$ cat src/rtl/cpu_bus_pkg.sv
`default_nettype none
// ============================================================================
//  Module      : cpu_bus_pkg
//  Description : Shared types and constants for the CPU bus responder.
//  Revision    : 1.0 - initial release
// ============================================================================
package cpu_bus_pkg;

    // Transaction sequencer states: fetch first, then the optional data access
    typedef enum logic [2:0] {
        ST_IF_ISSUE = 3'd0,
        ST_IF_WAIT  = 3'd1,
        ST_DM_ISSUE = 3'd2,
        ST_DM_WAIT  = 3'd3,
        ST_DONE     = 3'd4
    } bus_state_t;

    localparam logic [15:0] IM_REGION = 16'h0000;
    localparam logic [15:0] DM_REGION = 16'h0001;
    localparam logic [3:0]  WEB_NONE  = 4'b1111;

endpackage
`default_nettype wire

$ cat src/rtl/bus_addr_decode.sv
`default_nettype none
// ============================================================================
//  Module      : bus_addr_decode
//  Description : Maps a 32-bit CPU address onto the shared SRAM word address
//                and flags whether it falls inside a legal region.
//  Revision    : 1.0 - initial release
// ============================================================================
module bus_addr_decode
    import cpu_bus_pkg::*;
(
    input  logic [31:0] addr,
    output logic [14:0] sram_a,
    output logic        in_region
);

    // Region bit selects the SRAM half; bits [15:14] must be clear to be legal
    always_comb begin
        sram_a    = {addr[16], addr[13:0]};
        in_region = ((addr[31:16] == IM_REGION) || (addr[31:16] == DM_REGION))
                    && (addr[15:14] == 2'b00);
    end

endmodule
`default_nettype wire

$ cat src/rtl/cpu_bus_responder.sv
`default_nettype none
// ============================================================================
//  Module      : cpu_bus_responder
//  Description : Serialises one instruction fetch and at most one data access
//                per CPU cycle onto a single synchronous SRAM port, stalling
//                the CPU until both have completed.
//  Revision    : 1.0 - initial release
// ============================================================================
module cpu_bus_responder
    import cpu_bus_pkg::*;
#(
    parameter int WAIT_CYCLES = 0
) (
    input  logic        clk,
    input  logic        rst,
    input  logic [31:0] im_addr,
    input  logic        im_read_mem,
    input  logic [31:0] dm_addr,
    input  logic        dm_read_mem,
    input  logic        dm_write_mem,
    input  logic [3:0]  dm_web,
    input  logic [31:0] dm_datain,
    output logic [31:0] im_dataout,
    output logic [31:0] dm_dataout,
    output logic        bus_stall,
    output logic        bus_err,
    output logic        sram_cs,
    output logic        sram_oe,
    output logic [3:0]  sram_web,
    output logic [14:0] sram_a,
    output logic [31:0] sram_di,
    input  logic [31:0] sram_do
);

    localparam int                 c_cnt_w     = $clog2(WAIT_CYCLES + 2);
    localparam logic [c_cnt_w-1:0] c_wait_load = c_cnt_w'(WAIT_CYCLES);
    localparam logic [c_cnt_w-1:0] c_cnt_one   = c_cnt_w'(1);

    bus_state_t         r_state;
    logic [c_cnt_w-1:0] r_cnt;

    logic [14:0] w_if_a;
    logic        w_if_in;
    logic [14:0] w_dm_a;
    logic        w_dm_in;
    logic        w_dm_req;

    // Request snapshot taken in IF_ISSUE; later input changes are ignored
    logic [14:0] r_if_a;
    logic        r_if_ok;
    logic [14:0] r_dm_a;
    logic        r_dm_ok;
    logic        r_dm_rd;
    logic        r_dm_wr;
    logic [3:0]  r_dm_web;
    logic [31:0] r_dm_di;

    bus_addr_decode u_if_dec (
        .addr      (im_addr),
        .sram_a    (w_if_a),
        .in_region (w_if_in)
    );

    bus_addr_decode u_dm_dec (
        .addr      (dm_addr),
        .sram_a    (w_dm_a),
        .in_region (w_dm_in)
    );

    assign w_dm_req  = dm_read_mem | dm_write_mem;
    assign bus_stall = (r_state != ST_DONE);

    // Sequencer: latch request, run fetch then data phase, release for one cycle
    always_ff @(posedge clk) begin
        if (rst) begin
            r_state    <= ST_IF_ISSUE;
            r_cnt      <= '0;
            r_if_a     <= '0;
            r_if_ok    <= 1'b0;
            r_dm_a     <= '0;
            r_dm_ok    <= 1'b0;
            r_dm_rd    <= 1'b0;
            r_dm_wr    <= 1'b0;
            r_dm_web   <= WEB_NONE;
            r_dm_di    <= '0;
            im_dataout <= '0;
            dm_dataout <= '0;
            bus_err    <= 1'b0;
        end else begin
            case (r_state)
                ST_IF_ISSUE: begin
                    r_if_a   <= w_if_a;
                    r_if_ok  <= im_read_mem & w_if_in;
                    r_dm_a   <= w_dm_a;
                    r_dm_ok  <= w_dm_req & w_dm_in;
                    r_dm_rd  <= dm_read_mem;
                    r_dm_wr  <= dm_write_mem;
                    r_dm_web <= dm_web;
                    r_dm_di  <= dm_datain;
                    r_cnt    <= c_wait_load;
                    if ((im_read_mem && !w_if_in) || (w_dm_req && !w_dm_in))
                        bus_err <= 1'b1;
                    if (im_read_mem)
                        r_state <= ST_IF_WAIT;
                    else if (w_dm_req)
                        r_state <= ST_DM_ISSUE;
                    else
                        r_state <= ST_DONE;
                end
                ST_IF_WAIT: begin
                    if (r_cnt == '0) begin
                        // Out-of-region fetches never reach the SRAM and read as zero
                        im_dataout <= r_if_ok ? sram_do : 32'd0;
                        r_state    <= (r_dm_rd | r_dm_wr) ? ST_DM_ISSUE : ST_DONE;
                    end else begin
                        r_cnt <= r_cnt - c_cnt_one;
                    end
                end
                ST_DM_ISSUE: begin
                    r_cnt   <= c_wait_load;
                    r_state <= ST_DM_WAIT;
                end
                ST_DM_WAIT: begin
                    if (r_cnt == '0) begin
                        // A combined read+write is treated as a write: read data untouched
                        if (r_dm_rd && !r_dm_wr)
                            dm_dataout <= r_dm_ok ? sram_do : 32'd0;
                        r_state <= ST_DONE;
                    end else begin
                        r_cnt <= r_cnt - c_cnt_one;
                    end
                end
                ST_DONE: begin
                    r_state <= ST_IF_ISSUE;
                end
                default: begin
                    r_state <= ST_IF_ISSUE;
                end
            endcase
        end
    end

    // SRAM port drive; the fetch issue uses the live address so the SRAM
    // samples it on the same edge that snapshots the request
    always_comb begin
        sram_cs  = 1'b0;
        sram_oe  = 1'b0;
        sram_web = WEB_NONE;
        sram_a   = '0;
        sram_di  = '0;
        case (r_state)
            ST_IF_ISSUE: begin
                if (!rst && im_read_mem && w_if_in) begin
                    sram_cs = 1'b1;
                    sram_oe = 1'b1;
                    sram_a  = w_if_a;
                end
            end
            ST_IF_WAIT: begin
                if (r_if_ok) begin
                    sram_oe = 1'b1;
                    sram_a  = r_if_a;
                end
            end
            ST_DM_ISSUE: begin
                if (r_dm_ok) begin
                    sram_cs = 1'b1;
                    sram_a  = r_dm_a;
                    if (r_dm_wr) begin
                        sram_web = r_dm_web;
                        sram_di  = r_dm_di;
                    end else begin
                        sram_oe = 1'b1;
                    end
                end
            end
            ST_DM_WAIT: begin
                if (r_dm_ok && !r_dm_wr) begin
                    sram_oe = 1'b1;
                    sram_a  = r_dm_a;
                end
            end
            default: begin
            end
        endcase
    end

endmodule
`default_nettype wire

$ cat config.mk
export PLATFORM = sky130hd
export DESIGN_NAME = cpu_bus_responder
export DESIGN_NICKNAME = d
export VERILOG_FILES = /design/src/rtl/cpu_bus_pkg.sv /design/src/rtl/bus_addr_decode.sv /design/src/rtl/cpu_bus_responder.sv
export SDC_FILE = /design/constraint.sdc
export NUM_CORES = 1
export LEC_CHECK = 0
export ABC_CLOCK_PERIOD_IN_PS = 2650
export CAP_MARGIN = 25
export CORE_ASPECT_RATIO = 0.75
export CORE_MARGIN = 4
export CORE_UTILIZATION = 45
export DETAILED_ROUTE_END_ITERATION = 10
export GPL_TIMING_DRIVEN = 1
export PLACE_DENSITY = 0.94
export SYNTH_ARGS = -nofsm -noshare
export SYNTH_HDL_FRONTEND = slang
export SYNTH_HIERARCHICAL = 1
export SYNTH_SLANG_ARGS = --single-unit
$ cat constraint.sdc
create_clock -name clk -period 2.65 [get_ports clk]
set_input_delay 0.3975 -clock clk [delete_from_list [all_inputs] [get_ports clk]]
set_output_delay 0.3975 -clock clk [all_outputs]
set_load 0.02 [all_outputs]
Word level (Yosys, flattened, before mapping)

Index checks and enable logic that the tools add are counted.
W data, S select, Z words.

Bits in registers: 139
Input port bits: 137
Output and inout bits: 119
Logic and storage cells: 83

Add/subtract/negate cells: 1
Equal/unequal tests: 8
Mux-type cells: 29
Bitwise operators: 5
Reductions and logical operators: 27

Operator list:

| cell                  | count |
|---|---|
| $mux W32              | 5 |
| $mux W15              | 4 |
| $pmux W15 S4          | 1 |
| $eq A16 B1 Y1 const B | 2 |
| $logic_not A16 Y1     | 2 |
| $mux W3               | 5 |
| $mux W4               | 3 |
| $pmux W3 S4           | 1 |
| $logic_and A1 B1 Y1   | 8 |
| $mux W1               | 7 |
| $eq A3 B2 Y1 const B  | 2 |
| $reduce_and A2 Y1     | 3 |
| $logic_not A1 Y1      | 4 |
| $logic_not A2 Y1      | 2 |
| $ne A2 B2 Y1 const B  | 2 |
| $pmux W1 S2           | 2 |
| $pmux W1 S4           | 1 |
| $reduce_or A2 Y1      | 2 |
| $eq A3 B1 Y1 const B  | 1 |
| $logic_not A3 Y1      | 1 |
| $logic_or A1 B1 Y1    | 3 |
| $ne A3 B3 Y1 const B  | 1 |
| $reduce_and A3 Y1     | 1 |
| $and A1 B1 Y1         | 2 |
| other kinds (4)       | 5 |

Depth between registers and ports, before layout

Gate-level depths: netlist of the first run.

Word-level depth: 7
Mapped depth: 7
Gate-level depth less buffers: 6

Modules after synthesis

Netlist of the first run, hierarchy kept.

By module, submodules not included:

| module            | instances | cells an instance | area an instance (µm²) | sequential area each (µm²) |
|---|---|---|---|---|
| cpu_bus_responder | 1         | 628               | 5387.7                 | 2762.6 |
| bus_addr_decode   | 2         | 21                | 153.9                  | 0.0 |

Least setup slack after synthesis of the first run

OpenSTA, ideal clock, no wires.

Path type: input to output
From: input im_addr[29]
To: output sram_cs
Arrival time: 1851 ps
Required time: 2253 ps
Setup slack: 402 ps
Stages on the path: 6
Path buffers: 0
Cell sequence: nor4_1 nand4_1 nor4_2 nand3b_1 o21a_1 nor3_1

Cells in the longest elaborated chain, start to end: 6
Elaborated cells between the ends (all ways): 7
Those cells by class: eq/ne: 1; mux: 2; reduce/logical: 4

Ends and longest elaborated chain:

| element                                                   | RTL line                 | RTL |
|---|---|---|
| start, declared                                           | cpu_bus_responder.sv:16  | `input logic [31:0] im_addr,` |
| $eq A16 B1 Y1 / $logic_not A16 Y1 (equally long branches) | bus_addr_decode.sv:19    | `in_region = ((addr[31:16] == IM_REGION) \|\| (addr[31:16] == DM_REGION))` |
| $logic_or A1 B1 Y1 (*)                                    | bus_addr_decode.sv:19    |  |
| $logic_and A1 B1 Y1 (*)                                   | bus_addr_decode.sv:20    | `&& (addr[15:14] == 2'b00);` |
| named net w_if_in                                         | cpu_bus_responder.sv:43  | `logic w_if_in;` |
| $logic_and A1 B1 Y1 (*)                                   | cpu_bus_responder.sv:153 | `if (!rst && im_read_mem && w_if_in) begin` |
| $mux W1 (*)                                               | cpu_bus_responder.sv:153 |  |
| $pmux W1 S2 (*)                                           | cpu_bus_responder.sv:151 | `case (r_state)` |
| end, declared                                             | cpu_bus_responder.sv:27  | `output logic sram_cs,` |

Mark *: on every way through the listed nets, which the timed path passes. The rest lies on a longest branch.

Worst setup path in the final report of the first run

From: input im_addr[25]
To: output sram_a[11]

Cells in the longest elaborated chain, start to end: 6
Elaborated cells between the ends (all ways): 7
Those cells by class: eq/ne: 1; mux: 2; reduce/logical: 4

Ends and longest elaborated chain:

| element                                                   | RTL line                 | RTL |
|---|---|---|
| $eq A16 B1 Y1 / $logic_not A16 Y1 (equally long branches) | bus_addr_decode.sv:19    |  |
| $logic_or A1 B1 Y1 (*)                                    | bus_addr_decode.sv:19    |  |
| $logic_and A1 B1 Y1 (*)                                   | bus_addr_decode.sv:20    |  |
| named net w_if_in                                         | cpu_bus_responder.sv:43  |  |
| $logic_and A1 B1 Y1 (*)                                   | cpu_bus_responder.sv:153 |  |
| $mux W15 (*)                                              | cpu_bus_responder.sv:153 |  |
| $pmux W15 S4 (*)                                          | cpu_bus_responder.sv:151 |  |
| end, declared                                             | cpu_bus_responder.sv:30  | `output logic [14:0] sram_a,` |

Marks and branches as above.

==> impl_results.md, run 1 <==
* First-pass GRT wire length at between 20 and 30 mm
* Die Y at about 110 um
* Root Driver: clkbuf_16
* Relative max-transition margin at between 40% and 50%
* TritonCTS clock tree: built
* Min Tclk post-route at ~2.6 ns
* End-of-flow core utilization at a little under three quarters
* Synth unique cells at 40
* Die area at 0.0145 mm^2
* Fin nets at slightly above 1000
* F_max at roughly 380 MHz
* Hold/Removal Path Class: flip-flop to flip-flop
* Synth-to-Final Area Change at 55.7%
* Fin Clk Skew at 0.00853 ns
* CTS sink count at between 100 and 150
* Ys flop type: dfxtp_1
* I/O Buffers at 255
* Clk buf depth at 2
* Antenna-violating nets left at 0
* Fin worst setup slack at 0.0426 ns
* Share of layout cells above drive strength 1 at 11.0%
* Max IR drop VDD at 0.557 mV
* Clock buffer count from CTS at 17
* Dpl cells at slightly above 1000
* Detailed Place HPWL at 12.7 mm
* Antenna cells at 0
* Setup crit end kind: output pin
* #FFs+latches synth at 138
* Post-Layout Cell Count at 1068
* Num ports at 256
* First-pass DRT Iterations at 5
* Synth area leader: dfxtp_1
* Cts-stage hold buffer count at 0
* Yosys warning count at 6
* Synth top area share at roughly half
* Switching Fraction at 25.2%
* Worst slew pin tran at 0.758 ns
* CP Class: input pin to output pin
* Vias at around 5600
* Area of the mapped netlist at about 0.0057 mm^2
* Placer Congestion at 0.760
* Fill cells at 927
* Reg clk slew, reported paths at 0.06 ns
* Total power at 5.71 mW
* Worst reg2reg setup slack at 0.75 ns
* Async set or reset register ratio after synthesis at 0%
* Crit share post-route at approximately 98%
* Power share of the combinational group at 14.8%
* PD cells at 644 mW/mm^2
* Post-synth EDFFs at 0
* # setup viols final at 0
* Sequential Power Share at 40.7%
* Finished Cell Area at 0.00887 mm^2
* Post-Synthesis Cells at 670
* RSZ-0062 raised after global routing: true
* Largest net degree at the start of global routing at 103
* H-tree depth at 4
* Synth area leaders: dfxtp_1, nand2_1, a21oi_1
* WP data required at 2.25 ns
* Std-Cell Rows at 35
* P_leak at 3.67 nW
* Skew-Pair Late Insertion Delay at 0.40 ns
* Max-cap violations at 0
* Sw power at 1.44 mW
* Placed Area at around 0.0081 mm^2
* Final hold vios at 0
* Max Slew Vio Count at 0
* Seq/Total Area, Yosys at 48.5%
* Top-count cell post-synth: nand2_1
* Most frequent cells after synthesis: nand2_1, dfxtp_1, a21oi_1
* Vias in the first global route at 5646
* Worst EP arrival at 2.21 ns
* Wire length per cell at 17.1 um
* Total global routing overflow at 0
* # DRC at 0
* Clock Power Share at 44.5%
* GR Util All Layers at ~25%
* Final Hold Slack at 0.448 ns
* Critical path peak fanout at 6
* Status: finished, final reports clean
* DRT iter0 DRCs at approximately 340
* Initial core utilization at 46.1%
* Die span in x at 138 um
* Post-Syn Nets at 807
* Internal at 4.27 mW
* Vias/cell at 5.23
* Post-route setup TNS at 0 ns
* Core area at ~0.012 mm^2
* Antenna violations before repair at 0
* Total Wirelength at 18.3 mm
* Worst setup SP type: input pin
* Post-Place Worst Slack at -0.870 ns
* Avg Inst Size Synth at 8.50 um^2
## timing repair
item / CTS / global route
buffers inserted: 5 / 1
pin swaps: 10 / 11
setup endpoints to repair: 39 / 26
gates cloned: 2 / 0
gates resized for setup: 143 / 16
## worst max-delay path: stages
cell and delay (ns):
buf_6 0.09, nor4_4 0.25, buf_4 0.15, nand4_1 0.12, nor4_2 0.19, buf_4 0.18
nand3b_1 0.08, buf_6 0.16, nor2_4 0.18, buf_6 0.13, a221o_1 0.15, buf_6 0.12
## cell type report
type,count,area [um^2],area share (%)
Timing Repair Buffer,281,2740,30.9
Sequential cell,138,2760,31.2
Tap cell,166,208,2.34
Clock buffer,21,480,5.42
Clock inverter,10,163,1.83
Multi-Input combinational cell,448,2500,28.2
Inverter,4,15.0,0.169
## routing by layer
layer	part of all wire (%)	global-route usage, %	wire length [um]
met1	40	29.8	7260
met2	49	41.5	9010
met5	0	0	0
met3	9.5	7.97	1730
met4	1.4	7.90	255
## flip-flops by register name, indices dropped and copies added, names as in the netlist
signal / flops
r_state: 3
r_dm_web: 4
r_if_a: 15
r_dm_rd: 1
bus_err: 1
dm_dataout: 32
im_dataout: 32
r_dm_ok: 1
r_if_ok: 1
r_dm_di: 32
r_dm_a: 15
r_dm_wr: 1
## power groups by stage
stage / Clock (mW) / Combinational, mW / Sequential (mW)
floorplan: 0 / 0.532 / 2.34
global placement: 0 / 0.816 / 2.35
detailed placement: 0 / 0.833 / 2.36
CTS: 2.59 / 0.844 / 2.32
global route: 2.70 / 0.935 / 2.34
finish: 2.54 / 0.844 / 2.32
## cells by family (layout without fill, tap and decap cells)
kind of cell	count (synthesis)	in the layout	synth area share, %
buffers and inverters	86	316	8.77
AO/OA/AOI/OAI	155	155	17.8
flip-flops	138	138	48.5
AND/OR/NAND/NOR	291	293	24.9
## cells in the final DEF, fill, tap and decap left out, drive strengths merged, types with 6 or more instances in the layout
master / n
a21oi: 98
a221o: 15
a22o: 33
and2: 47
buf: 49
clkbuf: 21
clkdlybuf4s50: 189
dfxtp: 138
dlygate4sd2: 29
dlymetal6s2s: 9
inv: 6
nand2: 171
nand3: 36
nor2: 10
nor3: 6
nor4: 9
## worst paths after layout
path,from,to,cells past startpoint
hold / removal,r_dm_di[8],r_dm_di[8],2
setup reg to reg,r_state[1],r_state[1],4
setup / recovery,im_addr[25],sram_a[11],12
hold reg to reg,r_dm_di[8],r_dm_di[8],2
(Power assumes the default switching activity.)
==> inputs of run 2 (changes only) <==
- ABC_CLOCK_PERIOD_IN_PS: 2650 -> 2800
- CORE_UTILIZATION: 45 -> 42
- PLACE_DENSITY: 0.94 -> 0.89
- clock period: 2.65 -> 2.8 ns (I/O delays scaled with it)
==> impl_results.md, run 2 (synthesis gave the netlist of run 1 again) <==
* Status: finished, final reports clean (unchanged)
* Final hold vios at 0 (unchanged)
* Vias in the first global route at 5568 (was 5646)
* Worst slew pin tran at 0.982 ns (was 0.758 ns)
* Most frequent cells in the layout: clkdlybuf4s50_1, nand2_1, dfxtp_1 (unchanged)
* Most common cell after layout, fill and taps aside: clkdlybuf4s50_1 (unchanged)
* Max incr delay on CP at 0.29 ns (was 0.25 ns)
* Synth-to-Final Area Change at 54.1% (was 55.7%)
* Worst EP arrival at 2.30 ns (was 2.21 ns)
* Min Tclk post-route at 2.72 ns
* Core area at 0.0132 mm^2 (was 0.0123 mm^2)
* Clock buffer count from CTS at 17 (unchanged)
* Largest net degree at the start of global routing at 92 (was 103)
* Detailed Place HPWL at 12.8 mm (was 12.7 mm)
* Hold/Removal Path Class: input pin to flip-flop (was flip-flop to flip-flop)
* Clk buf depth at 2 (unchanged)
* H-tree depth at 4 (unchanged)
* CP Class: input pin to output pin (unchanged)
* Worst Reg-to-Reg Cells at 4 (unchanged)
* P_leak at 3.35 nW (was 3.67 nW)
* WP data required at 2.38 ns (was 2.25 ns)
* Sw power at 1.49 mW (was 1.44 mW)
* PD cells at 596 mW/mm^2 (was 644 mW/mm^2)
* Total global routing overflow at 0 (unchanged)
* Die span in x at 142 um (was 138 um)
* GR Util All Layers at 22.9% (was 24.7%)
* Grt peak-use layer: met2 (unchanged)
* Wire length per cell at 17.2 um (was 17.1 um)
* Num ports at 256 (unchanged)
* Power share of the combinational group at 15.5% (was 14.8%)
* First-pass DRT Iterations at 5 (unchanged)
* Fin worst setup slack at 0.0765 ns (was 0.0426 ns)
* Post-route setup TNS at 0 ns (unchanged)
* Antenna cells at 0 (unchanged)
* Antenna-violating nets left at 0 (unchanged)
* Total Wirelength at 18.4 mm (was 18.3 mm)
* Max Slew Vio Count at 0 (unchanged)
* Share of layout cells above drive strength 1 at 10.2% (was 11.0%)
* Die area at 0.0155 mm^2 (was 0.0145 mm^2)
* Dpl cells at 1031 (was 1028)
* Std-Cell Rows at 36 (was 35)
* Antenna violations before repair at 0 (unchanged)
* First-pass GRT wire length at 28.2 mm (was 28.5 mm)
* Sequential Power Share at 42.0% (was 40.7%)
* CTS sink count at 138 (unchanged)
* Skew-Pair Late Insertion Delay at 0.41 ns (was 0.40 ns)
* Switching Fraction at 28.4% (was 25.2%)
* RSZ-0062 raised after global routing: false (was true)
* Reg clk slew, reported paths at 0.07 ns (was 0.06 ns)
* TritonCTS clock tree: built (unchanged)
* Worst hold start: rst (was r_dm_di[8])
* Critical path peak fanout at 4 (was 6)
* Post-Layout Cell Count at 1072 (was 1068)
* Top flop regs: dm_dataout: 32 flops, im_dataout: 32 flops, r_dm_di: 32 flops (unchanged)
* Crit path cell chain: dlygate4sd2_1 -> nor4_2 -> nand4_1 -> nor4_4 -> nand3b_1 -> buf_6 -> nor2_4 -> buf_4 -> a221o_1 -> buf_2 (was buf_6 -> nor4_4 -> buf_4 -> nand4_1 -> nor4_2 -> buf_4 -> nand3b_1 -> buf_6 -> nor2_4 -> buf_6 -> a221o_1 -> buf_6)
* Root Driver: clkbuf_16 (unchanged)
* Post-Place Worst Slack at -0.653 ns (was -0.870 ns)
* Setup crit end kind: output pin (unchanged)
* Max IR drop VDD at 0.391 mV (was 0.557 mV)
* Reg2reg end: r_state[1] (unchanged)
* Crit share post-route at between 90% and 100%
* Critical Path Start: im_addr[23] (was im_addr[25])
* Placer Congestion at 0.822 (was 0.760)
* Clock Power Share at 42.5% (was 44.5%)
* Worst reg2reg setup slack at 0.87 ns (was 0.75 ns)
* DRT iter0 DRCs at 341 (unchanged)
* Met1 GRT Util at 27.5% (was 29.8%)
* Fin Clk Skew at 0.00937 ns (was 0.00853 ns)
* Global-route met2 utilization at 38.7% (was 41.5%)
* # DRC at 0 (unchanged)
* Max-cap violations at 0 (unchanged)
* WHS Path Cells at 2 (unchanged)
* # setup viols final at 0 (unchanged)
* Reg2reg start: r_state[1] (unchanged)
* Met3 Usage GRT at 8.29% (was 7.97%)
* Vias/cell at 5.18 (was 5.23)
* Worst setup SP type: input pin (unchanged)
* Internal at 3.74 mW (was 4.27 mW)
* Hold Crit Endpoint: r_dm_a[14] (was r_dm_di[8])
* Vias at 5556 (was 5588)
* Initial core utilization at 43.3% (was 46.1%)
* Relative max-transition margin at 34.5% (was 49.3%)
* Total power at 5.23 mW (was 5.71 mW)
* Cts-stage hold buffer count at 0 (unchanged)
* Fin nets at 1025 (was 1027)
* I/O Buffers at 255 (unchanged)
* Die Y at 109 um (was 105 um)
* F_max at 367 MHz
* Critical Path Slowest Stage Cell: nor4_2 (was nor4_4)
## run 2: cell types whose count changed in the layout (fill, tap and decap cells not counted), sizes merged
cell / before / now
clkdlybuf4s50: 189 / 225
dlygate4sd2: 29 / 11
dlymetal6s2s: 9 / 0
buf: 49 / 41
inv: 6 / 14
bufinv: 4 / 1
clkbuf: 21 / 18
clkdlybuf4s15: 5 / 2
clkinv: 2 / 1
## run 2: area by class of cell
class	instances	area, um^2
fillers	1069	4380
flip-flops and latches	138	2760
multi-input cells	448	2500
clock inverters	14	146
repair buffers	279	2700
clock buffers	18	439
well taps	171	214
inverters	4	15.0
## run 2: power by group through the flow
stage	Clock (mW)	Sequential, mW	Combinational, mW
floorplan	0	2.21	0.503
global placement	0	2.23	0.784
detailed placement	0	2.24	0.809
CTS	2.27	2.19	0.818
global route	2.37	2.21	0.894
finish	2.22	2.19	0.812
## run 2: through the flow
stage	utilization, %	hold WS [ns]	instance area, um^2
final	66.7	0.312	8770
after CTS	66.6	0.293	8760
after global placement	61.9	0.436	8140
after global routing	66.7	0.296	8770
after detailed placement	61.9	0.442	8140
after floorplan	-	0.431	5700
## run 2: routing by layer
metal,share of wire (%),wire (um)
met5,0,0
met4,1.3,246
met3,9.2,1690
met2,48,8780
met1,42,7710
## run 2: repair_timing
action / CTS / global route
cloned: 2 / 0
setup buffers: 7 / 0
pin swaps: 11 / 6
resized for setup: 94 / 4
endpoints found under the setup margin: 18 / 17
## run 2: worst max-delay path by stage
stage	end	slack, ns	cells after the start
2_1_floorplan	sram_cs	0.51	6
3_3_place_gp	sram_a[14]	-0.63	9
3_5_place_dp	sram_a[14]	-0.65	9
4_1_cts	sram_a[8]	0.01	10
5_1_grt	sram_web[0]	0.0006	5
6_report	sram_a[0]	0.08	10
## run 2: critical path: cells and delay by family
| kind | cells | cell delay (ns) |
|---|---|---|
| AOI/OAI and AO/OA | 1 | 0.12 |
| and+or+nand+nor | 5 | 1.04 |
| buffers and inverters | 4 | 0.72 |
